===== src/rtl/sysid_ext.sv =====
// sysid_ext - system identification register block on Avalon-MM.
//
// Reports a fixed system ID, build timestamp, version and clock frequency,
// plus a free-running 64-bit uptime counter and a read/write scratch word.
// Read data is registered (latency 1) and qualified by readdatavalid.
//
// Register map (word addresses):
//   0 ID          RO
//   1 TIMESTAMP   RO
//   2 VERSION     RO
//   3 CLK_FREQ_HZ RO
//   4 UPTIME_LO   RO  (also snapshots the upper counter half)
//   5 UPTIME_HI   RO  (returns the snapshot, not the live counter)
//   6 SCRATCH     RW
//   7, >=8        read as 0, writes ignored
//
// Ports:
//   clock         sole clock
//   reset_n       asynchronous active-low reset
//   address       word address, ADDR_W bits
//   read          read strobe, one cycle per transfer
//   write         write strobe
//   writedata     32-bit write data
//   readdata      32-bit registered read data, holds when not valid
//   readdatavalid readdata is valid this cycle
module sysid_ext #(
  parameter logic [31:0] ID           = 32'h0000_0000,
  parameter logic [31:0] TIMESTAMP    = 32'h0000_0000,
  parameter logic [31:0] VERSION      = 32'h0001_0000,
  parameter int unsigned CLK_FREQ_HZ  = 50_000_000,
  parameter logic [31:0] SCRATCH_INIT = 32'h0000_0000,
  parameter logic [63:0] UPTIME_INIT  = 64'd0,
  parameter int unsigned ADDR_W       = 3
) (
  input  logic              clock,
  input  logic              reset_n,
  input  logic [ADDR_W-1:0] address,
  input  logic              read,
  input  logic              write,
  input  logic [31:0]       writedata,
  output logic [31:0]       readdata,
  output logic              readdatavalid
);

  localparam logic [31:0] CLK_FREQ_WORD = 32'(CLK_FREQ_HZ);

  logic [63:0] uptime;
  logic [31:0] uptime_hi_shadow;
  logic [31:0] scratch;
  logic [31:0] read_mux;
  logic        sel_lo;
  logic        sel_scratch;

  assign sel_lo      = (address == ADDR_W'(4));
  assign sel_scratch = (address == ADDR_W'(6));

  // Read mux works on the values before this edge's updates, so a read of
  // SCRATCH alongside a write returns the old word, and UPTIME_LO and the
  // shadow both come from the same pre-increment counter value.
  always_comb begin
    read_mux = 32'h0;
    case (address)
      ADDR_W'(0): read_mux = ID;
      ADDR_W'(1): read_mux = TIMESTAMP;
      ADDR_W'(2): read_mux = VERSION;
      ADDR_W'(3): read_mux = CLK_FREQ_WORD;
      ADDR_W'(4): read_mux = uptime[31:0];
      ADDR_W'(5): read_mux = uptime_hi_shadow;
      ADDR_W'(6): read_mux = scratch;
      default:    read_mux = 32'h0;
    endcase
  end

  // Free-running uptime counter; wraps silently at 2^64.
  always_ff @(posedge clock or negedge reset_n) begin
    if (!reset_n) begin
      uptime <= UPTIME_INIT;
    end else begin
      uptime <= uptime + 64'd1;
    end
  end

  // Reading the low word captures the matching high word for a later read.
  always_ff @(posedge clock or negedge reset_n) begin
    if (!reset_n) begin
      uptime_hi_shadow <= 32'h0;
    end else if (read && sel_lo) begin
      uptime_hi_shadow <= uptime[63:32];
    end
  end

  always_ff @(posedge clock or negedge reset_n) begin
    if (!reset_n) begin
      scratch <= SCRATCH_INIT;
    end else if (write && sel_scratch) begin
      scratch <= writedata;
    end
  end

  // Registered read response; readdata holds its last value between reads.
  always_ff @(posedge clock or negedge reset_n) begin
    if (!reset_n) begin
      readdata      <= 32'h0;
      readdatavalid <= 1'b0;
    end else begin
      readdatavalid <= read;
      if (read) begin
        readdata <= read_mux;
      end
    end
  end

endmodule


===== config.mk =====
export PLATFORM = sky130hd
export DESIGN_NAME = sysid_ext
export DESIGN_NICKNAME = d
export VERILOG_FILES = /design/src/rtl/sysid_ext.sv
export SDC_FILE = /design/constraint.sdc
export NUM_CORES = 1
export LEC_CHECK = 0
export CORE_ASPECT_RATIO = 1.25
export CORE_UTILIZATION = 61
export DETAILED_ROUTE_END_ITERATION = 7
export PLACE_DENSITY_LB_ADDON = 0.05
export SLEW_MARGIN = 30
export SYNTH_ARGS = -nofsm -noshare
export SYNTH_HDL_FRONTEND = slang
export SYNTH_SLANG_ARGS = --single-unit

===== constraint.sdc =====
create_clock -name clock -period 4.1 [get_ports clock]
set_input_delay 0.82 -clock clock [delete_from_list [all_inputs] [get_ports clock]]
set_output_delay 0.82 -clock clock [all_outputs]
set_load 0.01 [all_outputs]

Yosys cells after proc, flatten, opt, wreduce, memory -nomap -nowiden
Index checks and enable logic that the tools add are counted.

storage, ports and cells
  register bits = 161

operators by class
  add/subtract/negate cells = 1
  eq/ne operators = 5
  reductions and logical operators = 2
  multiplexer cells = 1

operator list
  cell                   count
  $pmux 32 s5            1
  $add 64x1->64 const B  1
  $eq 3x3->1 const B     3
  $eq 3x2->1 const B     2
  $logic_and 1x1->1      2

Logic depth before layout (Yosys ltp)
  depth in word-level cells = 2
  mapped depth = 7

Least setup slack after synthesis
No wires, ideal clock.

  path kind = input to register
  from = in address[2]
  to = reg uptime_hi_shadow[11]
  stages on the path = 6
  library setup time = 125 ps
  required time = 3,975 ps
  path slack = 1,765 ps
  data arrival time = 2,210 ps
  cells stage by stage = clkbuf_1 > nor2b_1 > and3_1 > clkbuf_1 > buf_2 > mux2_2

on the way
  longest elaborated chain between the ends = 2

RTL lines
  item                    RTL line  source
  start: declaration      37        input logic [ADDR_W-1:0] address,
  $eq 3x3->1              54        assign sel_lo = (address == ADDR_W'(4));
  $logic_and 1x1->1       87        end else if (read && sel_lo) begin
  end signal: assignment  88        uptime_hi_shadow <= uptime[63:32];
  end: declaration        48        logic [31:0] uptime_hi_shadow;

No other way between the ends.
A chain may end at the register's enable or synchronous reset.

==> impl_results.md <==
- End of the worst register-to-register path: uptime[34]
- Actual slew at the worst max-slew pin: 843 ps
- Number of placed I/O pins: 72
- Area Growth Syn to Fin: 20.0%
- Number of slew-limit violations in the final report: 0
- Peak per-stage delay on the critical path: 900 ps
- Detail Route Antenna Nets: 0
- Number of instances resized during post-cts repair: 0
- WL final: 16.2 mm
- Biggest fanout along the worst timing path: 19
- Async set or reset register ratio after synthesis: 100%
- Number of clock sinks seen by CTS: 161
- Worst hold margin: ~400 ps
- Via count of the first global-routing pass: just over 5000
- Hpwl dp: approximately 11 mm
- Worst path slowest cell: sky130_fd_sc_hd__clkdlybuf4s50_1
- Maximum number of pins on one net before global-route repair: 79
- Status: complete, no violations
- Path category of the worst min-delay check: input port to asynchronous set/reset pin
- Fraction of post-synthesis cell area in the top cell type by area: 54.9%
- Mapped Cells: 645
- Buffers plus inverters on the worst setup path: 1
- Top cell type by total area after synthesis: sky130_fd_sc_hd__dfrtp_1
- Hold violation total from the final report: 0
- Via/cell ratio: 5.77
- Yosys synthesis warning count: 0
- Die height: 125 µm
- Kind of end point of the critical path: register
- Antenna diode count: 0
- Post-route fraction of the period consumed by the critical path: around 63%
- Width of the die: 100 µm
- Synthesized net count: 685
- Number of filler cells placed in the layout: 796
- Initial cell density of the core: around 63%
- Buffers inserted by post-CTS timing repair: 0
- Ordered cell list for the critical path: clkdlybuf4s50_1 -> nand3_1 -> o22ai_1
- Main flop type after synthesis: sky130_fd_sc_hd__dfrtp_1
- Crit path launch type: input port
- Number of cells traversed by the worst register-to-register path: 5
- Max capacitance violation total: 0
- Setup violators final: 0
- Setup Total Neg Slack: 0 ps
- Reg2reg start: uptime[0]
- Leakage: between 4 and 5 nW
- Arrival @ worst endpoint: 2890 ps
- Via count: 5112
- Post-route clock skew: ~6.9 ps
- Kind of critical path: input port to register
- CTS Buffer Depth: 2
- Clock buffer count from CTS: 17
- Initial detailed-routing violation count: 273
- Core region area: 11700 µm²
- Total power density per cell area: between 400 and 500 nW/µm²
- Clock tree from TritonCTS: built
- Gpl congestion: a little under 0.9
- Iteration count of the initial detailed-routing pass: 5
- Worst max-slew margin expressed relative to the limit: 43.7%
- Post-synthesis sequential area ratio: between 50% and 60%
- CTS root buffer: sky130_fd_sc_hd__clkbuf_16
- Delay-heaviest family, CP: buffers and inverters
- WP data required: 4410 ps
- Drt drc: 0
- Post-cts hold buffer count: 0
- Number of enable flip-flop cells after synthesis: 0
- Number of core rows: 44
- Global-route total usage across every layer: 28.0%
- Die outline area: 12500 µm²
- Post-synthesis register bit count: 161
- Clock network latency to the later pin of the worst-skew pair: about 420 ps
- Average cell area after synthesis: ~11 µm²
- Number of buffers added on ports: 71
- Unrepaired setup endpoints after global routing: no
- Total global routing overflow: 0
- Mean routed wirelength per cell: approximately 18 µm
- Most area-consuming cells after synthesis: sky130_fd_sc_hd__dfrtp_1 55%, sky130_fd_sc_hd__mux2_2 11%, sky130_fd_sc_hd__xor2_1 4.7%
- Synth unique cells: 38
- Net total in the final layout: 752
- R2R setup slack: roughly 1800 ps
- Post-synth design cell area: roughly 7300 µm²
- H-tree level count: 4
- Share of post-route cells with drive strength above 1: between 10% and 20%
- Achievable frequency: 388 MHz
- Most used cells in the layout excluding fill and tap cells: 161 x sky130_fd_sc_hd__dfrtp_1, 71 x sky130_fd_sc_hd__mux2_2, 69 x sky130_fd_sc_hd__clkdlybuf4s50_1, 47 x sky130_fd_sc_hd__inv_1, 45 x sky130_fd_sc_hd__nor2_1
- Most common cell after layout, fill and taps aside: sky130_fd_sc_hd__dfrtp_1
- Antenna violations before repair: 0
- Post-CTS clock slew at the launch and capture registers of the worst setup and hold paths: 60 ps
- Tmin final: 2570 ps
- Global-route wire length before repair: 26.8 mm
- Maximum vdd ir drop: slightly below 0.3 mV
-- logic make-up (layout without fill, tap and decap cells) --
family | count (synthesis) | in the layout | share of synthesized area (%)
xor gates and xnor gates | 62 | 62 | 7.40
DFF | 161 | 161 | 54.9
AOI/OAI and AO/OA | 82 | 82 | 6.28
buffers and inverters | 81 | 161 | 4.47
adders and majority gates | 1 | 1 | 0.171
and+or+nand+nor | 166 | 166 | 12.9
muxes | 92 | 92 | 13.8
-- cell usage after synthesis, types with 2 or more instances --
cell,n
sky130_fd_sc_hd__and4_1,8
sky130_fd_sc_hd__xor2_1,39
sky130_fd_sc_hd__nand3_1,22
sky130_fd_sc_hd__nor4_1,14
sky130_fd_sc_hd__mux2_1,2
sky130_fd_sc_hd__a21oi_1,44
sky130_fd_sc_hd__mux2_2,71
sky130_fd_sc_hd__o22ai_1,32
sky130_fd_sc_hd__and3_1,6
sky130_fd_sc_hd__clkbuf_1,19
sky130_fd_sc_hd__nand2_1,24
sky130_fd_sc_hd__nor2b_1,3
sky130_fd_sc_hd__dfrtp_1,161
sky130_fd_sc_hd__nor2_1,45
sky130_fd_sc_hd__xnor2_1,23
sky130_fd_sc_hd__buf_2,7
sky130_fd_sc_hd__nor3_1,15
sky130_fd_sc_hd__buf_1,6
sky130_fd_sc_hd__o21ai_0,3
sky130_fd_sc_hd__nor4_4,3
sky130_fd_sc_hd__buf_6,2
sky130_fd_sc_hd__mux2i_1,19
sky130_fd_sc_hd__inv_1,47
sky130_fd_sc_hd__nor3_2,7
sky130_fd_sc_hd__nand4_1,10
-- worst max path at each step --
stage / slack [ps] / depth (start not counted) / from / endpoint
after global placement: 1220 / 6 / address[2] / uptime_hi_shadow[27]
after floorplan: 1770 / 6 / address[2] / uptime_hi_shadow[11]
after global routing: 1400 / 3 / read / readdata[30]
after detailed placement: 1130 / 3 / read / readdata[30]
after CTS: 1560 / 3 / read / readdata[30]
final: 1530 / 3 / read / readdata[30]
-- report_power, final --
| group | total, mW | internal (mW) | switching (mW) |
|---|---|---|---|
| Combinational | 0.290 | 0.154 | 0.137 |
| Sequential | 1.73 | 1.68 | 0.0518 |
| Clock | 1.62 | 1.02 | 0.602 |
| Total | 3.64 | 2.85 | 0.791 |
-- registers in the layout (all words and copies together), names as in the netlist --
register / flops
uptime: 64
readdata: 32
scratch: 32
uptime_hi_shadow: 32
readdatavalid: 1
-- final cells by class --
type | count | area (µm²) | share of cell area [%]
clock buffers | 22 | 484 | 5.50
clock inverters | 10 | 131 | 1.49
inverters | 47 | 176 | 2.01
multi-input cells | 403 | 2980 | 33.8
flip-flops and latches | 161 | 4030 | 45.8
well taps | 161 | 201 | 2.29
repair buffers | 82 | 800 | 9.09
-- per-layer routing --
metal / track usage (%) / wire length (µm) / share of wire [%]
met5: 0 / 0 / 0
met4: 8.87 / 221 / 1.4
met1: 39.2 / 7480 / 46
met2: 44.1 / 7770 / 48
met3: 5.72 / 703 / 4.3
-- worst register-to-register path, stage by stage (launching register included) --
cell,delay [ps]
sky130_fd_sc_hd__dfrtp_1,430
sky130_fd_sc_hd__ha_1,230
sky130_fd_sc_hd__and4_1,320
sky130_fd_sc_hd__or3b_2,750
sky130_fd_sc_hd__nor4_1,380
sky130_fd_sc_hd__xnor2_1,160
-- per-stage QoR --
stage | utilization [%] | worst slack (ps) | total power, mW | instance area (µm²) | cells
after detailed placement | 70.1 | 1130 | 2.04 | 8180 | 854
after CTS | 75.4 | 1560 | 3.67 | 8800 | 886
after global placement | 70.1 | 1220 | 2.03 | 8180 | 853
after global routing | 75.4 | 1400 | 3.76 | 8800 | 886
after floorplan | - | 1770 | 1.89 | 7330 | 645
final | 75.4 | 1530 | 3.64 | 8800 | 886
Note: power is estimated with default switching activity, not from simulation.
